===== src/rtl/mbist_pkg.sv =====
// March C- controller types: FSM states and the element ROM walked by the sequencer.
// Each element lists direction, op count, and read/write polarity (0 = background, 1 = inverse).
package mbist_pkg;

  typedef enum logic [2:0] {
    ST_IDLE  = 3'd0,
    ST_PRE   = 3'd1,
    ST_RUN   = 3'd2,
    ST_DRAIN = 3'd3,
    ST_DONE  = 3'd4
  } state_t;

  // has_rd marks whether phase 0 is a read; a second phase, when present, is always the write.
  typedef struct packed {
    logic       down;
    logic [1:0] nops;
    logic       has_rd;
    logic       rd_pol;
    logic       wr_pol;
  } elem_t;

  localparam int         NUM_ELEMS = 6;
  localparam logic [2:0] LAST_ELEM = 3'd5;

  localparam elem_t MARCH_ROM [NUM_ELEMS] = '{
    '{1'b0, 2'd1, 1'b0, 1'b0, 1'b0},  // up   w(D)
    '{1'b0, 2'd2, 1'b1, 1'b0, 1'b1},  // up   r(D)  w(~D)
    '{1'b0, 2'd2, 1'b1, 1'b1, 1'b0},  // up   r(~D) w(D)
    '{1'b1, 2'd2, 1'b1, 1'b0, 1'b1},  // down r(D)  w(~D)
    '{1'b1, 2'd2, 1'b1, 1'b1, 1'b0},  // down r(~D) w(D)
    '{1'b0, 2'd1, 1'b1, 1'b0, 1'b0}   // up   r(D)
  };

endpackage


===== src/rtl/mbist_resp_checker.sv =====
// Read-response checker: delays {valid, expected, address} two cycles to meet rdata, then compares.
// Sticky fail, first-failing address capture and a saturating mismatch counter; clr wipes all.
module mbist_resp_checker #(
  parameter int DATA_WIDTH = 8,
  parameter int ADDR_WIDTH = 4,
  parameter int CNT_WIDTH  = 8
) (
  input  logic                  clk,
  input  logic                  rst_n,
  input  logic                  clr,
  input  logic                  op_vld,
  input  logic [DATA_WIDTH-1:0] op_exp,
  input  logic [ADDR_WIDTH-1:0] op_addr,
  input  logic [DATA_WIDTH-1:0] rdata,
  output logic                  fail,
  output logic [ADDR_WIDTH-1:0] fail_addr,
  output logic [CNT_WIDTH-1:0]  fail_count
);

  logic                  vld1, vld2;
  logic [DATA_WIDTH-1:0] exp1, exp2;
  logic [ADDR_WIDTH-1:0] addr1, addr2;
  logic                  mismatch;

  assign mismatch = vld2 && (rdata != exp2);

  always_ff @(posedge clk) begin
    if (!rst_n) begin
      vld1       <= 1'b0;
      vld2       <= 1'b0;
      exp1       <= '0;
      exp2       <= '0;
      addr1      <= '0;
      addr2      <= '0;
      fail       <= 1'b0;
      fail_addr  <= '0;
      fail_count <= '0;
    end else begin
      vld1  <= op_vld && !clr;
      vld2  <= vld1 && !clr;
      exp1  <= op_exp;
      exp2  <= exp1;
      addr1 <= op_addr;
      addr2 <= addr1;
      if (clr) begin
        fail       <= 1'b0;
        fail_addr  <= '0;
        fail_count <= '0;
      end else if (mismatch) begin
        fail <= 1'b1;
        if (!fail) fail_addr <= addr2;
        if (fail_count != '1) fail_count <= fail_count + CNT_WIDTH'(1);
      end
    end
  end

endmodule


===== src/rtl/mbist_march_ctrl.sv =====
// March C- initiator: one memory op per clock, 10*CAPACITY ops, done 3 cycles after the last op.
// The sequencer pointer runs one op ahead so wdata can lead its write by a cycle.
module mbist_march_ctrl
  import mbist_pkg::*;
#(
  parameter int                    DATA_WIDTH = 8,
  parameter int                    ADDR_WIDTH = 4,
  parameter int                    CAPACITY   = 16,
  parameter logic [DATA_WIDTH-1:0] BG_PATTERN = '0,
  parameter int                    CNT_WIDTH  = 8
) (
  input  logic                  clk,
  input  logic                  rst_n,
  input  logic                  start,
  output logic                  busy,
  output logic                  done,
  output logic                  fail,
  output logic [ADDR_WIDTH-1:0] fail_addr,
  output logic [CNT_WIDTH-1:0]  fail_count,
  output logic                  write_read,
  output logic [ADDR_WIDTH-1:0] address,
  output logic [DATA_WIDTH-1:0] wdata,
  input  logic [DATA_WIDTH-1:0] rdata
);

  localparam logic [ADDR_WIDTH-1:0] LAST_ADDR = ADDR_WIDTH'(CAPACITY - 1);
  localparam logic [ADDR_WIDTH-1:0] ADDR_ONE  = ADDR_WIDTH'(1);

  state_t                state;
  logic [2:0]            p_elem, n_elem;
  logic                  p_ph, n_ph;
  logic [ADDR_WIDTH-1:0] p_addr, n_addr, end_addr;
  elem_t                 ce;
  logic                  p_is_rd, p_pol, n_pol, p_final;
  logic                  last_op, drain_cnt, rd_vld, accept, issue;
  logic [DATA_WIDTH-1:0] rd_exp;

  function automatic logic [DATA_WIDTH-1:0] pat(input logic pol);
    return pol ? ~BG_PATTERN : BG_PATTERN;
  endfunction

  // Current op from the pointer, plus the pointer's successor for the wdata look-ahead.
  always_comb begin
    ce       = MARCH_ROM[p_elem];
    p_is_rd  = ce.has_rd && !p_ph;
    p_pol    = p_is_rd ? ce.rd_pol : ce.wr_pol;
    end_addr = ce.down ? '0 : LAST_ADDR;
    p_final  = (p_elem == LAST_ELEM) && (p_addr == end_addr);
    n_elem   = p_elem;
    n_ph     = 1'b0;
    n_addr   = p_addr;
    if (!p_ph && ce.nops == 2'd2) begin
      n_ph = 1'b1;
    end else if (p_addr == end_addr) begin
      if (p_elem != LAST_ELEM) n_elem = p_elem + 3'd1;
      n_addr = MARCH_ROM[n_elem].down ? LAST_ADDR : '0;
    end else begin
      n_addr = ce.down ? p_addr - ADDR_ONE : p_addr + ADDR_ONE;
    end
    n_pol = (MARCH_ROM[n_elem].has_rd && !n_ph) ? MARCH_ROM[n_elem].rd_pol
                                                : MARCH_ROM[n_elem].wr_pol;
  end

  assign accept = start && (state == ST_IDLE || state == ST_DONE);
  assign issue  = (state == ST_PRE) || (state == ST_RUN && !last_op);

  always_ff @(posedge clk) begin
    if (!rst_n) begin
      state      <= ST_IDLE;
      busy       <= 1'b0;
      done       <= 1'b0;
      write_read <= 1'b0;
      address    <= '0;
      wdata      <= BG_PATTERN;
      p_elem     <= '0;
      p_ph       <= 1'b0;
      p_addr     <= '0;
      last_op    <= 1'b0;
      drain_cnt  <= 1'b0;
      rd_vld     <= 1'b0;
      rd_exp     <= BG_PATTERN;
    end else begin
      if (accept) begin
        state   <= ST_PRE;
        busy    <= 1'b1;
        done    <= 1'b0;
        address <= '0;
        wdata   <= BG_PATTERN;
        p_elem  <= '0;
        p_ph    <= 1'b0;
        p_addr  <= '0;
        last_op <= 1'b0;
      end
      if (issue) begin
        state      <= ST_RUN;
        write_read <= !p_is_rd;
        address    <= p_addr;
        rd_vld     <= p_is_rd;
        rd_exp     <= pat(p_pol);
        wdata      <= pat(n_pol);
        p_elem     <= n_elem;
        p_ph       <= n_ph;
        p_addr     <= n_addr;
        last_op    <= p_final;
      end
      if (state == ST_RUN && last_op) begin
        state      <= ST_DRAIN;
        write_read <= 1'b0;
        rd_vld     <= 1'b0;
        drain_cnt  <= 1'b0;
      end
      if (state == ST_DRAIN) begin
        drain_cnt <= 1'b1;
        if (drain_cnt) begin
          state <= ST_DONE;
          busy  <= 1'b0;
          done  <= 1'b1;
        end
      end
    end
  end

  mbist_resp_checker #(
    .DATA_WIDTH(DATA_WIDTH),
    .ADDR_WIDTH(ADDR_WIDTH),
    .CNT_WIDTH (CNT_WIDTH)
  ) u_checker (
    .clk       (clk),
    .rst_n     (rst_n),
    .clr       (accept),
    .op_vld    (rd_vld),
    .op_exp    (rd_exp),
    .op_addr   (address),
    .rdata     (rdata),
    .fail      (fail),
    .fail_addr (fail_addr),
    .fail_count(fail_count)
  );

endmodule


===== config.mk =====
export PLATFORM = sky130hd
export DESIGN_NAME = mbist_march_ctrl
export DESIGN_NICKNAME = d
export VERILOG_FILES = /design/src/rtl/mbist_pkg.sv /design/src/rtl/mbist_resp_checker.sv /design/src/rtl/mbist_march_ctrl.sv
export SDC_FILE = /design/constraint.sdc
export NUM_CORES = 1
export LEC_CHECK = 0
export CELL_PAD_IN_SITES_DETAIL_PLACEMENT = 0
export CELL_PAD_IN_SITES_GLOBAL_PLACEMENT = 2
export CORE_MARGIN = 2
export CORE_UTILIZATION = 32
export DETAILED_ROUTE_END_ITERATION = 7
export GPL_TIMING_DRIVEN = 0
export PLACE_DENSITY_LB_ADDON = 0.1
export SYNTH_ARGS = -nofsm -noshare
export SYNTH_HDL_FRONTEND = slang
export SYNTH_SLANG_ARGS = --single-unit

===== constraint.sdc =====
create_clock -name clk -period 3.4 [get_ports clk]
set_input_delay 0.34 -clock clk [delete_from_list [all_inputs] [get_ports clk]]
set_output_delay 0.34 -clock clk [all_outputs]
set_load 0.005 [all_outputs]

* Word-level counts from Yosys, hierarchy flattened
Memory sizes are Yosys's and may differ from the RTL's. Index checks and enable logic that the tools add are counted.
Cells by class: add/sub/neg operators 4, multiply operators 0, divide/modulo/power cells 0, magnitude comparators 3, eq/ne operators 11, shifts and indexed selects 0, multiplexer cells 44, bitwise gates (word level) 5, reduce and logical (&&, ||, !) cells 25
Operators by type and width (number):
- $mux 3 | 14
- $mux 4 | 8
- $mux 8 | 4
- $mux 6 | 4
- $mux 1 | 14
- $ge 4x4->1 const B | 3
- $not 3->4 | 3
- $logic_and 1x1->1 | 10
- $add 8x1->8 const B | 1
- $ne 8x8->1 | 1
- $ne 8x8->1 const B | 1
- $eq 3x2->1 const B | 2
- $eq 3x3->1 const B | 2
- $reduce_and 2->1 | 3
- $logic_not 1->1 | 5
- $add 4x1->4 const B | 1
- $eq 4x4->1 | 1
- $reduce_bool 2->1 | 2
- $reduce_or 2->1 | 2
- $sub 4x1->4 const B | 1
- $add 3x1->3 const B | 1
- $eq 3x1->1 const B | 1
- $logic_not 3->1 | 1
- $ne 3x3->1 const B | 1
- 4 further kinds | 6
Storage, ports and cells: bits in registers 76, latch bits 0, bits in writable memories 0, memory bits (read-only) 144, output and inout bits 28, word-level logic and storage cells 117, memories 3
Memory list:
- (no name shown) | depth 8, bits a word 6, rd ports 1, clocked after Yosys merged registers in 0, wr ports 0, line mbist_march_ctrl.sv:61 | : MARCH_ROM[n_elem].wr_pol;
- (no name shown) | depth 8, bits a word 6, rd ports 1, clocked after Yosys merged registers in 0, wr ports 0, line mbist_march_ctrl.sv:56 | n_addr = MARCH_ROM[n_elem].down ? LAST_ADDR : '0;
- (no name shown) | depth 8, bits a word 6, rd ports 1, clocked after Yosys merged registers in 0, wr ports 0, line mbist_march_ctrl.sv:44 | ce = MARCH_ROM[p_elem];

* Longest topological paths before layout
depth in word-level cells 18, mapped depth 11, gate-level depth less buffers 10

* By module
Synthesis repeated with hierarchy kept, for this count alone.
Second synthesis, totals: cell total of the unflattened synthesis 303, area total of the unflattened synthesis 2795.2 um2
Modules (own cells, without submodules):
- mbist_march_ctrl | instances 1, cells each 169, area an instance 1401.3 um2, seq. area each 460.4 um2
- mbist_resp_checker | instances 1, cells each 134, area an instance 1393.8 um2, seq. area each 780.7 um2

* Worst setup path before layout
OpenSTA, ideal clock, no wires.
path kind register -> register, from register p_elem[0], to register wdata[6], library setup time 0.096 ns, arrival time 2.317 ns, setup slack 0.987 ns, stages on the path, launching flop included 11, path buffers 1, period minus slack after synthesis 2.413 ns, path through dfxtp_1 > ha_1 > nand2b_1 > o21ai_2 > ha_1 > nand2_1 > or3_1 > mux2i_1 > buf_2 > o22ai_1 > o41ai_2
On the way: longest elaborated chain between the ends 16, elaborated cells between the ends (all ways) 25, classes of those cells add/sub: 1; eq/ne: 3; mux: 14; bitwise: 2; reduce/logical: 3; memory: 2
Ends and longest elaborated chain:
- start: declaration | line mbist_march_ctrl.sv:30 | logic [2:0] p_elem, n_elem;
- start signal: assignment | line mbist_march_ctrl.sv:101 | p_elem <= n_elem;
- $not 3->4 (not written as such) | line mbist_march_ctrl.sv:44
- $mem_v2 8x6
- $mux 6 (not written as such) (2 in a row) | line mbist_march_ctrl.sv:44
- $mux 4 | line mbist_march_ctrl.sv:47 | end_addr = ce.down ? '0 : LAST_ADDR;
- $eq 4x4->1 | line mbist_march_ctrl.sv:54 | end else if (p_addr == end_addr) begin
- $mux 3 | line mbist_march_ctrl.sv:54
- $mux 3 | line mbist_march_ctrl.sv:52 | if (!p_ph && ce.nops == 2'd2) begin
- $not 3->4 (not written as such) | line mbist_march_ctrl.sv:60, mbist_march_ctrl.sv:61
- $mem_v2 8x6
- $mux 3 (not written as such) (2 in a row) | line mbist_march_ctrl.sv:61
- $logic_and 1x1->1 | line mbist_march_ctrl.sv:60 | n_pol = (MARCH_ROM[n_elem].has_rd && !n_ph) ? MARCH_ROM[n_elem].rd_pol
- $mux 1 (*) | line mbist_march_ctrl.sv:60
- $mux 8 (*) | line mbist_march_ctrl.sv:39 | return pol ? ~BG_PATTERN : BG_PATTERN;
- $mux 8 (*) | line mbist_march_ctrl.sv:94 | if (issue) begin
- end signal: assignment | line mbist_march_ctrl.sv:100 | wdata <= pat(n_pol);
- end: declaration | line mbist_march_ctrl.sv:22 | output logic [DATA_WIDTH-1:0] wdata,
Mark *: on every way between the ends. The rest lies on a longest branch, timed or not. The select of a mux whose other input is x is not followed. A chain may end at the register's enable or synchronous reset.

* Worst setup path after layout
Same ends and word-level chain as after synthesis.

==> run_results.csv <==
group,metric,value,unit
cells_and_area,drive_above_1_share,0.102,
worst_hold_path,hold_class,"in2reg",
critical_path,cp_data_required_time,3.61,ns
clock_tree,cts_tree,"done",
timing,worstMarginPinSlew,0.498,ns
timing,max_freq,356,MHz
cells_and_area,area.growth.synth_to_final,25.4,%
cells_and_area,diodes,0,
logic_synthesis,async_flop_share,0,
power,total_leakage_power,1.11,nW
power,combPwrFrac,0.118,
grt,grt_pass1_vias,1737,
floorplanning,die_area,7920,um^2
clock_tree,cts_resized,0,
logic_synthesis,synth_edf_count,0,
logic_synthesis,synth_area_leaders,"dfxtp_1, ha_1, mux2i_1",
timing,setup_viol,0,
floorplanning,die_x,89.0,um
timing,rsz0062_at_grt,"false",
power,swShare,0.269,
clock_tree,cts_sinks,48,
timing,final.setup_skew,0.00629,ns
critical_path,crit_slowest_cell,"ha_1",
route,drc,0,
critical_path,path_common_cell,"ha_1",
timing,drv_slew,0,
logic_synthesis,yosysUniqueCellTypes,52,
route,routedWlPerCell,13.1,um
placed_design,gp_congestion,0.724,
cells_and_area,final_nets,323,
logic_synthesis,synth_top_area_cell,"dfxtp_1",
placed_design,dp_hpwl,3850,um
logic_synthesis,synth_top_area_frac,0.416,
clock_tree,post_cts_buffers,0,
timing,setup_tns,0,ns
floorplanning,coreArea,6910,um^2
critical_path,crit_path_max_fanout,10,
floorplanning,rows,30,
clock_tree,worstSkewPairLatency,0.30,ns
grt,grt_pass1_wl,8450,um
critical_path,path_buf_inv,1,
critical_path,arrival,3.02,ns
critical_path,worst-setup-path-type,"reg2reg",
timing,hold_violations,0,
grt,grt_use_total,0.137,
critical_path,start_kind,"flip-flop",
logic_synthesis,syn_inst,259,
logic_synthesis,ys.flop_type,"dfxtp_1",
logic_synthesis,yosysSeqAreaShare,0.416,
timing,timing.final.crit_period,2.81,ns
logic_synthesis,synth_common_cells,"dfxtp_1, nor2_1, nand2_1",
logic_synthesis,synth_fp_nets,279,
job,maxCapViolCount,0,
route,drtPass1Iterations,4,
route,antenna_left,0,
timing,whs,0.433,ns
logic_synthesis,syn-cell-area,2310,um^2
critical_path,cp_top_family,"adder cells",
clock_tree,numCtsBuffers,5,
clock_tree,path_clk_slew,0.09,ns
clock_tree,clockBufferDepth,2,
route,vias,1896,
power,power_density,376,nW/um^2
cells_and_area,finalInstanceArea,2900,um^2
logic_synthesis,synth-seq-cells,48,
logic_synthesis,synth_warnings,0,
power,p_seq_frac,0.547,
power,p_clk_frac,0.335,
power,internal_power,0.797,mW
timing,slew-limit-headroom,0.665,
grt,overflow,0,
floorplanning,pin_count,39,
critical_path,end_kind,"flip-flop",
clock_tree,root_buffer,"clkbuf_8",
logic_synthesis,synth_most_common_cell,"dfxtp_1",
route,via_per_inst,4.74,
critical_path,cpPeakStageDelay,0.41,ns
timing,final.period_utilization,0.827,
grt,antenna_found_initial,0,
critical_path,crit_chain,"ha_1, nand2b_1, o21ai_2, ha_1, nand2_1, or3_1, mux2i_1, buf_2, o22ai_1, o41ai_2",
power,switchingPower,0.293,mW
route,wirelength,5230,um
placed_design,io_buffers,37,
power,vdd_ir_drop_max,0.171,mV
placed_design,place_area,2800,um^2
cells_and_area,n_fill_cell,743,
floorplanning,die-height,89.0,um
clock_tree,cts_hold_buf,0,
grt,grt_max_degree,16,
status,status,"finished clean",
floorplanning,start_util,0.335,
clock_tree,htree_levels,2,
logic_synthesis,synth_area_per_cell,8.93,um^2
route,drtIter0Drc,40,
==> through the flow <==
stage	setup WS, ns	util	instances	power (mW)
after global routing	0.341	0.420	400	1.15
after floorplan	0.987	-	259	0.685
after global placement	0.633	0.406	392	0.740
after CTS	0.567	0.420	400	1.11
final	0.589	0.420	400	1.09
after detailed placement	0.590	0.406	392	0.739
==> per-layer routing <==
metal  wire [um]  track usage
met4          55       0.0407
met5           0            0
met3         218       0.0323
met2        2430        0.225
met1        2520        0.180
==> state kept, by name, summed over array words and instances (netlist names) <==
name	count
u_checker.exp2	1
write_read	1
u_checker.addr2	4
u_checker.addr1	4
done	1
p_elem	3
last_op	1
rd_vld	1
u_checker.exp1	1
u_checker.vld1	1
address	4
rd_exp	1
busy	1
u_checker.vld2	1
u_checker.fail	1
u_checker.fail_count	8
u_checker.fail_addr	4
state	3
p_ph	1
p_addr	4
wdata	1
drain_cnt	1
==> cells by family after synthesis <==
kind of cell             after synthesis  share of synthesized area
AO/OA/AOI/OAI                         48                      0.147
multiplexers                          10                     0.0433
adder cells (fa/ha/maj)                9                     0.0520
AND/OR/NAND/NOR                      113                      0.263
buffers and inverters                 24                     0.0530
flip-flops                            48                      0.416
XOR/XNOR                               7                     0.0265
==> cell usage in the layout, fill, tap and decap left out, drive strengths merged, types with 2 or more instances in the layout <==
cell type,n
o22ai,2
nor3,3
xnor2,2
nand3b,2
and2,11
buf,10
or3,3
nand3,13
nor2b,4
nand4,8
inv,6
a21oi,12
and3,5
and4,3
nand2,24
clkdlybuf4s50,37
nor3b,3
nor2,26
nand2b,5
xor2,5
o21ai,10
dfxtp,48
mux2i,10
clkbuf,15
ha,8
a21boi,7
a21o,2
o211ai,2
==> power groups by stage <==
| stage | Clock (mW) | Sequential, mW | Combinational (mW) |
|---|---|---|---|
| 2_1_floorplan | 0 | 0.605 | 0.0805 |
| 3_3_place_gp | 0 | 0.609 | 0.131 |
| 3_5_place_dp | 0 | 0.610 | 0.129 |
| 4_1_cts | 0.384 | 0.596 | 0.130 |
| 5_1_grt | 0.406 | 0.599 | 0.144 |
| 6_report | 0.365 | 0.596 | 0.129 |
==> cell type report <==
type	count	area [um^2]	area share
buffer	19	104	0.0358
clock buffer	6	82.6	0.0285
tap	96	120	0.0414
timing repair buffer	37	370	0.128
multi-input combinational	187	1230	0.424
inverter	5	18.8	0.00647
clock inverter	2	13.8	0.00475
sequential	48	961	0.331
==> worst paths after layout <==
path / slack (ns) / end / cells past startpoint / from
worst max-delay path: 0.59 / wdata[6] / 10 / p_elem[0]
worst min-delay path: 0.43 / rd_exp[6] / 2 / rst_n
worst max register to register: 0.59 / wdata[6] / 10 / p_elem[0]
worst min register to register: 0.44 / u_checker.exp2[6] / 1 / u_checker.exp1[6]
==> worst register-to-register path, stage by stage (launching register included) <==
cell,delay (ns)
dfxtp_1,0.38
ha_1,0.30
nand2b_1,0.14
o21ai_2,0.14
ha_1,0.41
nand2_1,0.09
or3_1,0.30
mux2i_1,0.24
buf_2,0.29
o22ai_1,0.13
o41ai_2,0.30
Note: power is estimated with default switching activity, not from simulation.
